===== src/rtl/fifo_pkg.sv =====
// Shared types and constants for the fifo drain-side stream reader.
package fifo_pkg;

  // Reader FSM states; encoding is visible on the reader's state_o debug port.
  typedef enum logic [1:0] {
    IDLE  = 2'd0,
    RUN   = 2'd1,
    DRAIN = 2'd2
  } rd_state_t;

  // Default largest packet length in beats, and the matching counter width.
  localparam int MAX_PKT_BEATS_DEF = 256;
  localparam int CNT_W = $clog2(MAX_PKT_BEATS_DEF + 1);

endpackage


===== src/rtl/fifo_axis_reader_skid.sv =====
// Two-entry circular buffer that absorbs the fifo read latency in front of the
// stream output. The writer must never write while full without a same-cycle read.
module skid_buf2 #(
  parameter int WIDTH = 64
) (
  input  logic             clk,
  input  logic             reset,
  input  logic             wr_en,
  input  logic [WIDTH-1:0] wr_data,
  input  logic             rd_en,
  output logic [1:0]       count,
  output logic [WIDTH-1:0] head,
  output logic             valid
);

  logic [WIDTH-1:0] mem [2];
  logic             wr_ptr;
  logic             rd_ptr;
  logic             do_rd;

  // A read only consumes an entry when one is present.
  assign do_rd = rd_en && (count != 2'd0);
  assign valid = (count != 2'd0);
  assign head  = mem[rd_ptr];

  // Storage, pointers and occupancy; a simultaneous write and read keep count unchanged.
  always_ff @(posedge clk or negedge reset) begin
    if (!reset) begin
      mem[0] <= '0;
      mem[1] <= '0;
      wr_ptr <= 1'b0;
      rd_ptr <= 1'b0;
      count  <= 2'd0;
    end else begin
      if (wr_en) begin
        mem[wr_ptr] <= wr_data;
        wr_ptr      <= ~wr_ptr;
      end
      if (do_rd) begin
        rd_ptr <= ~rd_ptr;
      end
      case ({wr_en, do_rd})
        2'b10:   count <= count + 2'd1;
        2'b01:   count <= count - 2'd1;
        default: count <= count;
      endcase
    end
  end

endmodule


===== src/rtl/fifo_axis_reader.sv =====
// Drain side of the team fifo: pops words, buffers them through a 2-entry skid
// buffer and re-emits them as AXI-Stream beats framed into packets with tlast.
//
// Stream handshake: a beat transfers on a rising clk edge where m_axis_tvalid
// and m_axis_tready are both 1; while tvalid is high and tready low, tdata and
// tlast hold stable. fifo_pop_o is a request the fifo honours in the same cycle;
// its data appears on fifo_data_i one cycle later.
module fifo_axis_reader
  import fifo_pkg::*;
#(
  parameter int WIDTH         = 64,
  parameter int MAX_PKT_BEATS = 256
) (
  input  logic                               clk,
  input  logic                               reset,
  input  logic                               enable_i,
  input  logic [$clog2(MAX_PKT_BEATS+1)-1:0] pkt_beats_i,
  input  logic                               fifo_empty_i,
  output logic                               fifo_pop_o,
  input  logic [WIDTH-1:0]                   fifo_data_i,
  output logic                               m_axis_tvalid,
  input  logic                               m_axis_tready,
  output logic [WIDTH-1:0]                   m_axis_tdata,
  output logic                               m_axis_tlast,
  output logic                               busy_o,
  output logic                               pkt_done_o,
  output rd_state_t                          state_o
);

  localparam int CW = $clog2(MAX_PKT_BEATS + 1);

  rd_state_t        state;
  logic             pop_q;        // pop issued last cycle: its word lands this cycle
  logic [CW-1:0]    beat_cnt;
  logic [CW-1:0]    pkt_len;
  logic [CW-1:0]    cur_len;
  logic [CW-1:0]    last_idx;
  logic [CW-1:0]    beat_cnt_nxt;
  logic [CW-1:0]    remaining;
  logic [2:0]       outstanding;
  logic [1:0]       buf_count;
  logic             buf_valid;
  logic [WIDTH-1:0] buf_head;
  logic             hs;
  logic             is_last;
  logic             pop_gate;

  skid_buf2 #(.WIDTH(WIDTH)) u_skid (
    .clk     (clk),
    .reset   (reset),
    .wr_en   (pop_q),
    .wr_data (fifo_data_i),
    .rd_en   (m_axis_tready),
    .count   (buf_count),
    .head    (buf_head),
    .valid   (buf_valid)
  );

  // On the first beat the length comes straight from the input (0 means 1);
  // later beats use the value latched on that first beat.
  assign cur_len  = (beat_cnt == '0) ? ((pkt_beats_i == '0) ? CW'(1) : pkt_beats_i) : pkt_len;
  assign last_idx = cur_len - CW'(1);
  assign is_last  = (beat_cnt == last_idx);

  assign m_axis_tvalid = buf_valid;
  assign m_axis_tdata  = buf_head;
  assign m_axis_tlast  = buf_valid && is_last;
  assign hs            = buf_valid && m_axis_tready;
  assign pkt_done_o    = hs && is_last;

  assign beat_cnt_nxt = hs ? (is_last ? '0 : beat_cnt + CW'(1)) : beat_cnt;

  // Words already buffered or in flight, and beats still owed to the open packet.
  assign outstanding = {1'b0, buf_count} + {2'b00, pop_q};
  assign remaining   = pkt_len - beat_cnt;

  // Which states may request words: RUN prefetches freely while enabled; once
  // enable drops mid-packet only the words the open packet still needs are fetched.
  always_comb begin
    pop_gate = 1'b0;
    case (state)
      RUN:     pop_gate = enable_i || ((beat_cnt != '0) && (CW'(outstanding) < remaining));
      DRAIN:   pop_gate = (beat_cnt != '0) && (CW'(outstanding) < remaining);
      default: pop_gate = 1'b0;
    endcase
  end

  // Never pop back-to-back: the empty flag lags a pop by one cycle, so the
  // cycle after a pop cannot be trusted. Two outstanding words fill the buffer.
  assign fifo_pop_o = pop_gate && !fifo_empty_i && !pop_q && (outstanding < 3'd2);

  assign busy_o  = (state != IDLE) || buf_valid;
  assign state_o = state;

  // Reader FSM, in-flight tracking, beat counter and packet length latch.
  always_ff @(posedge clk or negedge reset) begin
    if (!reset) begin
      state    <= IDLE;
      pop_q    <= 1'b0;
      beat_cnt <= '0;
      pkt_len  <= '0;
    end else begin
      pop_q    <= fifo_pop_o;
      beat_cnt <= beat_cnt_nxt;
      if (hs && (beat_cnt == '0)) begin
        pkt_len <= cur_len;
      end
      case (state)
        IDLE:    if (enable_i) state <= RUN;
        RUN:     if (!enable_i) state <= (beat_cnt_nxt != '0) ? DRAIN : IDLE;
        DRAIN:   if (hs && is_last) state <= IDLE;
        default: state <= IDLE;
      endcase
    end
  end

endmodule

===== config.mk =====
export PLATFORM = sky130hd
export DESIGN_NAME = fifo_axis_reader
export DESIGN_NICKNAME = d
export VERILOG_FILES = /design/src/rtl/fifo_pkg.sv /design/src/rtl/fifo_axis_reader_skid.sv /design/src/rtl/fifo_axis_reader.sv
export SDC_FILE = /design/constraint.sdc
export NUM_CORES = 1
export LEC_CHECK = 0
export CAP_MARGIN = 20
export CORE_ASPECT_RATIO = 1.5
export CORE_MARGIN = 3
export CORE_UTILIZATION = 45
export DETAILED_ROUTE_END_ITERATION = 16
export PLACE_DENSITY = 0.81
export SLEW_MARGIN = 20
export SYNTH_ARGS = -nofsm -noshare
export SYNTH_HDL_FRONTEND = slang
export SYNTH_SLANG_ARGS = --single-unit
export TNS_END_PERCENT = 5

===== constraint.sdc =====
create_clock -name clk -period 3.2 [get_ports clk]
set_clock_uncertainty 0.1 [all_clocks]
set_input_delay 0.64 -clock clk [delete_from_list [all_inputs] [get_ports clk]]
set_output_delay 0.64 -clock clk [all_outputs]
set_load 0.02 [all_outputs]

# Yosys cells after proc, flatten, opt, wreduce, memory -nomap -nowiden
# Index checks and enable logic that the tools add are counted.
[word_totals] output_inout_bits=71 in_bits=78 ff_bits=153 word_cells=71
[op_classes] n_reduce_logical=22 bitwise=4 eq_ne=8 mux=17 magnitude_cmp=5 add_sub_neg=6
[ops] operator="2-to-1 mux 64 bit" n=4
[ops] operator="bitwise mux 128 bit" n=1
[ops] operator="demux 64 bit (select 1 bit)" n=1
[ops] operator="2-to-1 mux 9 bit" n=4
[ops] operator="zero test 9 bit" n=2
[ops] operator="nonzero test 9 bit" n=2
[ops] operator="adder 9 x 1 -> 9 bit (second input constant)" n=1
[ops] operator="equality test 9 bit" n=1
[ops] operator="logical AND 1 bit" n=9
[ops] operator="< comparator 3 x 9 -> 1 bit" n=1
[ops] operator="subtractor 9 x 1 -> 9 bit (second input constant)" n=1
[ops] operator="subtractor 9 bit" n=1
[ops] operator="2-to-1 mux 2 bit" n=4
[ops] operator="inequality test 2 bit (second input constant)" n=3
[ops] operator="case mux 2 bit (3 select lines)" n=1
[ops] operator="nonzero test 2 bit" n=3
[ops] operator="equality test 2 x 1 -> 1 bit (second input constant)" n=2
[ops] operator="equality test 2 bit (second input constant)" n=2
[ops] operator=">= comparator 2 bit (second input constant)" n=2
[ops] operator="inverter 1 -> 2 bit" n=2
[ops] operator="case mux 2 bit (2 select lines)" n=1
[ops] operator="adder 2 x 1 -> 3 bit" n=1
[ops] operator="< comparator 3 x 2 -> 1 bit (second input constant)" n=1
[ops] operator="AND reduction 3 bit" n=1
[ops] operator="other kinds (8)" n=11

# Depth between registers and ports, before layout
# Gate-level depths: netlist (run 1).
[logic_depth] word_depth=11 ltp_mapped=13 ltp_nobuf=13

# By module
# A second synthesis (run 1) with hierarchy kept.
[hier_totals] cells_unflattened=612 area_unflattened_um2=7936.4
[modules_own_cells] module="skid_buf2" n_inst=1 seq_area_each_um2=3303.2 area_per_inst_um2=5721.7 cells_per_inst=355
[modules_own_cells] module="fifo_axis_reader" n_inst=1 seq_area_each_um2=525.5 area_per_inst_um2=2214.6 cells_per_inst=257

# Least setup slack after synthesis (run 1)
# OpenSTA, ideal clock, no wires.
[synth_path] path_kind="reg2out" startpoint="register beat_cnt[0]" endpoint="output m_axis_tlast" path_buffers=1 stages_incl_launch_ff=12 required_time_ns=2.460 setup_slack_ns=-0.582 t_arrival_ns=3.042 path_cell_list="dfrtp_1 -> inv_1 -> ha_1 -> or2b_1 -> buf_6 -> nor3_4 -> mux2i_1 -> ha_1 -> o21ai_0 -> nor4_2 -> o21ai_0 -> nor4_1"
[synth_between] elab_chain_len=5
[synth_lines] element="start: declaration" line_no="fifo_axis_reader.sv:34" source="logic [CW-1:0] beat_cnt;"
[synth_lines] element="start signal: assignment" line_no="fifo_axis_reader.sv:104" source="beat_cnt <= beat_cnt_nxt;"
[synth_lines] element="zero test 9 bit" line_no="fifo_axis_reader.sv:61" source="assign cur_len = (beat_cnt == '0) ? ((pkt_beats_i == '0) ? CW'(1) : pkt_beats_i) : pkt_len;"
[synth_lines] element="2-to-1 mux 9 bit" line_no="fifo_axis_reader.sv:61"
[synth_lines] element="subtractor 9 x 1 -> 9 bit" line_no="fifo_axis_reader.sv:62" source="assign last_idx = cur_len - CW'(1);"
[synth_lines] element="equality test 9 bit *" line_no="fifo_axis_reader.sv:63" source="assign is_last = (beat_cnt == last_idx);"
[synth_lines] element="logical AND 1 bit *" line_no="fifo_axis_reader.sv:67" source="assign m_axis_tlast = buf_valid && is_last;"
[synth_lines] element="end: declaration" line_no="fifo_axis_reader.sv:24" source="output logic m_axis_tlast,"
# Mark *: on every way between the ends. The rest lies on a longest branch, timed or not.

# Worst setup path after layout (run 1)
[layout_path] startpoint="register beat_cnt[0]" endpoint="register state[0] (netlist: state_o[0])"
[layout_between] elab_chain_len=7
[layout_lines] element="zero test 9 bit" line_no="fifo_axis_reader.sv:61"
[layout_lines] element="2-to-1 mux 9 bit" line_no="fifo_axis_reader.sv:61"
[layout_lines] element="subtractor 9 x 1 -> 9 bit" line_no="fifo_axis_reader.sv:62"
[layout_lines] element="equality test 9 bit *" line_no="fifo_axis_reader.sv:63"
[layout_lines] element="logical AND 1 bit *" line_no="fifo_axis_reader.sv:111" source="DRAIN: if (hs && is_last) state <= IDLE;"
[layout_lines] element="inequality test 2 bit (no line) *"
[layout_lines] element="AND reduction 3 bit (no line) *"
[layout_lines] element="end signal: assignment" line_no="fifo_axis_reader.sv:110" source="RUN: if (!enable_i) state <= (beat_cnt_nxt != '0) ? DRAIN : IDLE;"
[layout_lines] element="end: declaration" line_no="fifo_axis_reader.sv:32" source="rd_state_t state;"
# Marks and branches as above.
# A chain may end at the register's enable or synchronous reset.

==> flow_summary.ini, run 1 <==
[status]
outcome = complete, but fails checks
failing_checks = setup timing

[worst_setup_path]
timing.critical_path.required_ns = 3.40
worstReg2RegEnd = state_o[0]
crit_path_start = beat_cnt[0]
rrSetupSlack_ns = -0.69
end_kind = register
critical_path.max_fanout = 3
critPathLaunchType = register
setup.worst_path.class = register to register
worst_r2r_startpoint = beat_cnt[0]
critical_path_arrival_ns = 4.10
reg2reg_depth = 21

[min_path]
hold_path_class = input port to asynchronous set/reset pin

[logic_synthesis]
synthesis.area_um2 = 7890
yosys_register_bits = 153
yosysWarningCount = 0
synth_edf_count = 0
synth_area_leader_cell = dfrtp_1
synth_cell_type_count = 61
post_synth.cell_area_avg_um2 = 12.73
synth_top_flop_cell = dfrtp_1
synth.net_count = 719
leading_post_synthesis_cells_by_cell_area = dfrtp_1 (49%), mux2_2 (29%), ha_1 (3.2%)
share_of_synthesized_flip_flops_with_an_asynchronous_set_or_reset_pct = 100.0
yosysSeqAreaShare_pct = 48.53
synth_largest_type_area_fraction_pct = 48.53
netlist_instances = 620

[cts]
clk_lat_worst_skew_ns = 0.42
cts_hold_buf = 0
tritoncts = built
clock_tree.buffer_depth = 2
cts_root_buffer = clkbuf_16
cts_sinks = 153
worst_setup_hold_path_clk_slew_ns = 0.07
cts_buffers = 17
cts-htree-levels = 4

[placed_design]
port_buffers = 148
post-place-cells = 1023
preCtsSetupSlack_ns = -1.124
detailed_place.area_um2 = 10170
dp.final_hpwl_mm = 15.15
gpl.final_weighted_congestion = 0.9062

[route]
viasPerCell = 5.447
routed-via-count = 5910
totalWireLength_mm = 21.27
antenna_violating_nets_remaining = 0
drt-initial-drc-count = 270
detail_route.first_pass.iterations = 4
routed_length_per_placed_instance_um = 19.60
remaining_drc_errors = 0

[sta]
max_slew_margin_pct = 58.90
timing_worst_slew_pin_value_ns = 0.6143
clock.fmax_mhz = 256.8
tns_ns = -8.789
timing_hold_violations_final = 0
layout_worst_path_cycle_share_pct = 121.7
setup_failing_eps_final = 14
final.min_clock_period_ns = 3.893
timing.final.max_slew_violations = 0
final_critical_path_setup_slack_ns = -0.6934
worst_hold_slack_ns = 0.1059
grt_setup_unrepaired = yes

[floorplan]
std_cell_rows = 58
die_width_um = 114.1
design.core.area_um2 = 16980
die-area_um2 = 19190
start_util_pct = 46.46
die_h_um = 168.2
io_pins = 149

[cells_and_area]
finalCoreUtilization_pct = 65.31
layout-drive-gt1-share_pct = 43.09
final_common_cell = mux2_2
instances_no_fill = 1085
area_growth_syn_to_layout_pct = 40.56
fin_area_um2 = 11090
layout.cells.most_common_list = mux2_2 (201), dfrtp_1 (151), clkdlybuf4s50_1 (144), buf_4 (102), nor2_1 (26)
fillerInstances = 1278
diodes = 0
nets = 961

[grt]
overflow = 0
global_route_wire_length_before_repair_mm = 34.55
groute.usage.overall_pct = 22.86
grt_start_max_net_pins = 68
number_of_global_route_vias_before_repair = 6776
antenna_violations_before_repair = 0

[power]
power_density_nw_per_um2 = 1020
finalPower_mw = 11.31
ir_worst_vdd_mv = 0.7236
static-leakage-power_nw = 4.829

[run]
drv_cap = 0
-- Yosys cell counts, types with 3 or more instances --
| cell | n |
|---|---|
| a21oi_1 | 8 |
| buf_6 | 5 |
| nand2_1 | 20 |
| nor4_1 | 12 |
| inv_1 | 20 |
| nor2_1 | 28 |
| nand3_1 | 7 |
| ha_1 | 20 |
| clkbuf_1 | 21 |
| nand2b_1 | 5 |
| o21ai_0 | 12 |
| o22ai_1 | 4 |
| or3_1 | 3 |
| xor2_1 | 6 |
| a311oi_1 | 3 |
| nand4_1 | 4 |
| xnor2_1 | 17 |
| a21o_1 | 3 |
| mux2_2 | 202 |
| mux2i_1 | 6 |
| dfrtp_1 | 153 |
| nor3_1 | 8 |
| o211ai_1 | 4 |
-- report_power, final --
| group | switching [mW] | internal [mW] | total [mW] |
|---|---|---|---|
| Combinational | 2.70 | 3.25 | 5.94 |
| Clock | 0.929 | 1.05 | 1.98 |
| Sequential | 0.527 | 2.86 | 3.39 |
| Total | 4.15 | 7.16 | 11.3 |
-- cells by family (layout without fill, tap and decap cells) --
group | after synthesis | count (layout) | share of synthesized area [%]
buf+inv | 51 | 306 | 3.013
flops | 153 | 153 | 48.53
compound gates | 61 | 61 | 5.947
simple gates | 103 | 103 | 6.946
xor+xnor | 23 | 23 | 2.553
mux | 208 | 208 | 29.59
fa+ha+maj | 21 | 21 | 3.425
-- critical path, stage by stage (launching register included) --
cell and delay [ns]:
dfrtp_2 0.41, inv_2 0.08, ha_4 0.14, or2b_4 0.28
nor3_4 0.18, mux2i_2 0.30, ha_2 0.27, o21ai_4 0.09
nor4_4 0.32, buf_4 0.16, buf_4 0.09, buf_4 0.09
buf_4 0.09, buf_4 0.09, buf_4 0.09, buf_4 0.09
buf_4 0.09, buf_4 0.10, buf_6 0.09, o22ai_4 0.08
o311a_1 0.32, a211o_1 0.24
-- sequential cells by signal (all words and copies together) (netlist names) --
register,cells
pkt_len,9
u_skid.count,2
u_skid.mem,128
beat_cnt,9
state_o,2
u_skid.wr_ptr,1
pop_q,1
u_skid.rd_ptr,1
-- layer usage --
layer,track usage (%),up-vias,share of wire [%]
li1,-,2733,-
met1,24.43,2965,36
met2,40.87,159,54
met3,6.257,53,5.6
met4,11.16,0,4.2
met5,0,-,0
-- final cells by class --
| type | count | area [um2] | share of cell area, % |
|---|---|---|---|
| multi-input combinational | 416 | 3990 | 35.98 |
| timing repair buffer | 253 | 2330 | 21.01 |
| clock inverter | 15 | 172.7 | 1.557 |
| inverter | 21 | 78.83 | 0.7107 |
| tap | 210 | 262.8 | 2.369 |
| clock buffer | 17 | 425.4 | 3.836 |
| sequential | 153 | 3831 | 34.54 |
-- how the worst max path moves through the flow --
stage,end,cells after the start
floorplan,pkt_done_o,11
global placement,m_axis_tlast,10
detailed placement,m_axis_tlast,10
CTS,m_axis_tlast,12
global route,state_o[0],21
finish,state_o[0],21
-- timing repair --
| item | CTS | global route |
|---|---|---|
| pin swaps | 9 | 6 |
| gates resized for setup | 28 | 7 |
| hold endpoints to repair | 0 | 0 |
| gates cloned | 0 | 0 |
| endpoints found under the setup margin | 4 | 14 |
| setup buffers | 28 | 2 |
Power figures use the tool's default switching activity.
==> run 2: changes to the inputs <==
Settings changed: PLACE_DENSITY 0.81 to not set, PLACE_DENSITY_LB_ADDON set to 0.12.
==> run 2 against run 1 <==
The run still ends with setup timing left. Flip-flop and latch count unchanged. Combinational power is 0.7% lower. Register-to-register slack better by 0.27 ns. Critical path type is now register to output pin.
==> flow_summary.ini, run 2 (synthesized netlist as in run 1, its figures left out) <==
[status]
outcome = complete, but fails checks
failing_checks = setup timing

[worst_setup_path]
critPathLaunchType = register
end_kind = output pin
reg2reg_depth = 21
worstReg2RegEnd = beat_cnt[2]
setup.worst_path.class = register to output pin
rrSetupSlack_ns = -0.42
timing.critical_path.required_ns = 2.46
critical_path_arrival_ns = 3.08
critical_path.max_fanout = 4
worst_r2r_startpoint = beat_cnt[1]

[cells_and_area]
finalCoreUtilization_pct = 64.99
layout-drive-gt1-share_pct = 43.25
layout.cells.most_common_list = mux2_2 (202), dfrtp_1 (151), clkdlybuf4s50_1 (141), buf_4 (112), nor2_1 (26)
diodes = 0
final_common_cell = mux2_2
nets = 968
largest_reg_flops = 128
largest-register = u_skid.mem
area_growth_syn_to_layout_pct = 39.87
largestRegisters = u_skid.mem x128, beat_cnt x9, pkt_len x9
fin_area_um2 = 11040

[sta]
timing_hold_violations_final = 0
timing_worst_slew_pin_value_ns = 0.6960
setup_failing_eps_final = 14
clock.fmax_mhz = 262.1
final_critical_path_setup_slack_ns = -0.6154
layout_worst_path_cycle_share_pct = 119.2
timing.final.max_slew_violations = 0
max_slew_margin_pct = 53.11
final.min_clock_period_ns = 3.815
grt_setup_unrepaired = yes

[floorplan]
std_cell_rows = 58
start_util_pct = 46.46
die_width_um = 114.1
die_h_um = 168.2
io_pins = 149
die-area_um2 = 19190
design.core.area_um2 = 16980

[route]
drt-initial-drc-count = 275
routed_length_per_placed_instance_um = 19.06
remaining_drc_errors = 0
antenna_violating_nets_remaining = 0
detailroute.wirelength.met2_mm = 11.71
wl_met1_mm = 7.240
top_signal_layer_used = met4
viasPerCell = 5.421
totalWireLength_mm = 20.80
routed-via-count = 5914
wl_met3_mm = 1.047
detail_route.first_pass.iterations = 4

[cts]
cts_root_buffer = clkbuf_16
cts_sinks = 153
tritoncts = built
cts-htree-levels = 4
cts_buffers = 17
clk_lat_worst_skew_ns = 0.41
clock_tree.buffer_depth = 2
worst_setup_hold_path_clk_slew_ns = 0.07

[run]
drv_cap = 0

[power]
static-leakage-power_nw = 4.816
power_density_nw_per_um2 = 1013
ir_worst_vdd_mv = 1.037

[grt]
antenna_violations_before_repair = 0
groute.usage.overall_pct = 22.62
grt_start_max_net_pins = 64
overflow = 0
global_route_wire_length_before_repair_mm = 33.98
number_of_global_route_vias_before_repair = 6639

[placed_design]
detailed_place.area_um2 = 10270
port_buffers = 148
gpl.final_weighted_congestion = 0.9002
dp.final_hpwl_mm = 15.51

[min_path]
hold_path_class = input port to asynchronous set/reset pin
==> run 2: worst max path at each step <==
stage                     cells past startpoint      endpoint            from  slack, ns
final                                        11  m_axis_tlast     beat_cnt[1]      -0.62
after global routing                         11  m_axis_tlast     beat_cnt[1]      -0.82
after CTS                                    11  m_axis_tlast     beat_cnt[1]      -0.60
after detailed placement                     11  m_axis_tlast  pkt_beats_i[4]      -1.14
after global placement                       13  m_axis_tlast  pkt_beats_i[4]      -0.96
after floorplan                              11    pkt_done_o     beat_cnt[1]      -0.22
==> run 2: area by class of cell <==
class,instances,area [um2]
Clock buffer,18,429.2
Clock inverter,13,147.6
Fill cell,1366,5946
Inverter,21,78.83
Multi-Input combinational cell,416,3945
Sequential cell,153,3831
Tap cell,210,262.8
Timing Repair Buffer,260,2341
==> run 2: worst max-delay path: stages, from the launching register on <==
cell	delay (ns)
dfrtp_1	0.39
inv_2	0.12
ha_4	0.15
or2b_1	0.27
nor3_4	0.17
mux2i_2	0.27
ha_2	0.24
o21ai_0	0.11
xnor2_1	0.29
nand3_2	0.20
nor4_4	0.29
buf_4	0.18
==> run 2: layer usage <==
metal	vias to the layer above	global-route usage, %
met1	2976	23.23
met4	0	10.96
li1	2744	-
met2	148	41.89
met5	-	0
met3	46	5.681
==> run 2: stage by stage <==
step                power [mW]  setup WS (ns)  std cells  TNS (ns)  hold WS [ns]
CTS                      11.31        -0.6028       1091    -5.113       0.05916
global placement         8.974        -0.9649       1041    -4.695        0.3813
floorplan                6.707        -0.2190        620   -0.4303        0.2444
detailed placement       9.171         -1.136       1041    -6.660        0.3869
global route             11.87        -0.8199       1091    -7.806       0.07522
finish                   11.18        -0.6154       1091    -5.250       0.05201
==> run 2: timing repair <==
action | 4_1_cts | 5_1_grt
pin swaps | 10 | 4
endpoints found under the setup margin | 4 | 14
hold buffers | 0 | 0
resized for setup | 27 | 6
hold endpoints to repair | 0 | 0
buffers inserted | 19 | 0
==> run 2: power by group <==
| group | switching (mW) | internal, mW |
|---|---|---|
| clock network | 0.805 | 1.15 |
| registers | 0.463 | 2.86 |
| logic | 2.69 | 3.21 |
==> run 3: changes to the inputs <==
Settings changed: CELL_PAD_IN_SITES_DETAIL_PLACEMENT set to 0, CELL_PAD_IN_SITES_GLOBAL_PLACEMENT set to 1, CORE_UTILIZATION 45 to 38.
==> run 3 against run 2 <==
The flow still finishes with violations (setup timing). Via count decreased by 2.5%. Non-clock buffer count decreased by 31. Setup slack improved by 0.0085 ns. Register-to-register slack improved by 0.39 ns. Worst hold slack got worse by 0.0048 ns. Global-route usage decreased by 3.1 points. Sequential power about the same. Die area increased by 18%. Largest power group unchanged.
==> flow_summary.ini, run 3 (synthesized netlist as in run 1, its figures left out) <==
[status]
outcome = complete, but fails checks
failing_checks = setup timing

[grt]
global_route_wire_length_before_repair_mm = 33.84
overflow = 0
number_of_global_route_vias_before_repair = 6484
groute.usage.overall_pct = 19.47
grt_start_max_net_pins = 77
antenna_violations_before_repair = 0

[placed_design]
port_buffers = 148
gpl.final_weighted_congestion = 0.9029
dp.final_hpwl_mm = 15.01
post-place-cells = 1074
detailed_place.area_um2 = 10230

[floorplan]
design.core.area_um2 = 20100
io_pins = 149
std_cell_rows = 63
die_h_um = 182.5
start_util_pct = 39.25
die_width_um = 123.7
die-area_um2 = 22560

[worst_setup_path]
critical_path.max_fanout = 3
worst_r2r_startpoint = beat_cnt[0]
critPathLaunchType = register
critical_path_arrival_ns = 3.07
end_kind = output pin
crit_path_start = beat_cnt[0]
setup.worst_path.class = register to output pin
timing.critical_path.required_ns = 2.46

[cells_and_area]
largest-register = u_skid.mem
nets = 937
diodes = 0
final_common_cell = mux2_2
area_growth_syn_to_layout_pct = 38.07
finalCoreUtilization_pct = 54.20
fin_area_um2 = 10890
instances_no_fill = 1110
largestRegisters = u_skid.mem x128, beat_cnt x9, pkt_len x9
largest_reg_flops = 128
layout.cells.most_common_list = mux2_2 (202), dfrtp_1 (151), clkdlybuf4s50_1 (144), buf_4 (79), nor2_1 (27)
layout-drive-gt1-share_pct = 40.59

[cts]
tritoncts = built
cts_sinks = 153
cts_hold_buf = 0
cts_root_buffer = clkbuf_16
clock_tree.buffer_depth = 2
cts_buffers = 17
clk_lat_worst_skew_ns = 0.43
worst_setup_hold_path_clk_slew_ns = 0.06
cts-htree-levels = 4

[sta]
timing.final.max_slew_violations = 0
clock.fmax_mhz = 262.7
layout_worst_path_cycle_share_pct = 119.0
final_critical_path_setup_slack_ns = -0.6069
final.min_clock_period_ns = 3.807
worst_hold_slack_ns = 0.04722
setup_failing_eps_final = 4
max_slew_margin_pct = 54.60
timing_worst_slew_pin_value_ns = 0.6786
timing_hold_violations_final = 0
grt_setup_unrepaired = yes

[run]
drv_cap = 0

[route]
remaining_drc_errors = 0
detailroute.wirelength.met2_mm = 11.20
wl_met1_mm = 7.661
wl_met3_mm = 1.274
antenna_violating_nets_remaining = 0
routed-via-count = 5767
drt-initial-drc-count = 230
top_signal_layer_used = met4
routed_length_per_placed_instance_um = 18.79
detail_route.first_pass.iterations = 4
viasPerCell = 5.195
totalWireLength_mm = 20.85

[power]
static-leakage-power_nw = 4.668
power_density_nw_per_um2 = 1021
ir_worst_vdd_mv = 0.6879
finalPower_mw = 11.12

[min_path]
hold_path_class = input port to asynchronous set/reset pin
-- run 3: repair_timing --
action,CTS,global route
pin swaps,3,8
endpoints found under the setup margin,3,11
resized for setup,23,6
buffers inserted,3,2
-- run 3: layout make-up --
type / count / area [um2]
clock inverters: 5 / 85.08
multi-input cells: 416 / 3938
clock buffers: 26 / 499.2
well taps: 260 / 325.3
repair buffers: 229 / 2137
flip-flops and latches: 153 / 3831
fillers: 1820 / 9206
inverters: 21 / 78.83
-- run 3: path summary, 6_finish.rpt --
| check | cells past startpoint | slack [ns] | endpoint |
|---|---|---|---|
| min | 1 | 0.05 | u_skid.mem[58] |
| max reg2reg | 13 | -0.03 | state_o[0] |
| max in group asynchronous | 2 | 2.09 | beat_cnt[0] |
| max | 12 | -0.61 | pkt_done_o |
| min in group clk | 1 | 0.40 | u_skid.mem[14] |
| min reg2reg | 1 | 0.40 | u_skid.mem[14] |
-- run 3: critical path, cell delays in order, from the launching register on --
cell     delay [ns]
dfrtp_2        0.42
inv_2          0.08
ha_4           0.13
or2b_1         0.26
nor3_4         0.17
mux2i_1        0.29
ha_2           0.26
xnor2_1        0.09
xnor2_1        0.24
nand3_2        0.20
buf_6          0.17
nor4_4         0.14
buf_4          0.19
-- run 3: metrics by stage --
stage	worst slack, ns	TNS (ns)
final	-0.6069	-1.687
after global routing	-0.7165	-2.208
after CTS	-0.6517	-1.866
after detailed placement	-1.123	-5.676
after global placement	-1.093	-5.208
after floorplan	-0.2190	-0.4303
-- run 3: power by group --
| part | total, mW | leakage, nW | internal [mW] | switching [mW] |
|---|---|---|---|---|
| clock network | 2.01 | 0.282 | 1.23 | 0.777 |
| logic | 5.78 | 2.54 | 3.14 | 2.65 |
| registers | 3.33 | 1.85 | 2.86 | 0.465 |
-- run 3: per-layer routing --
layer  vias up  track usage (%)
met5         -                0
met4         0            9.180
met3        38            6.760
met2       132            34.06
met1      2904            20.53
li1       2693                -
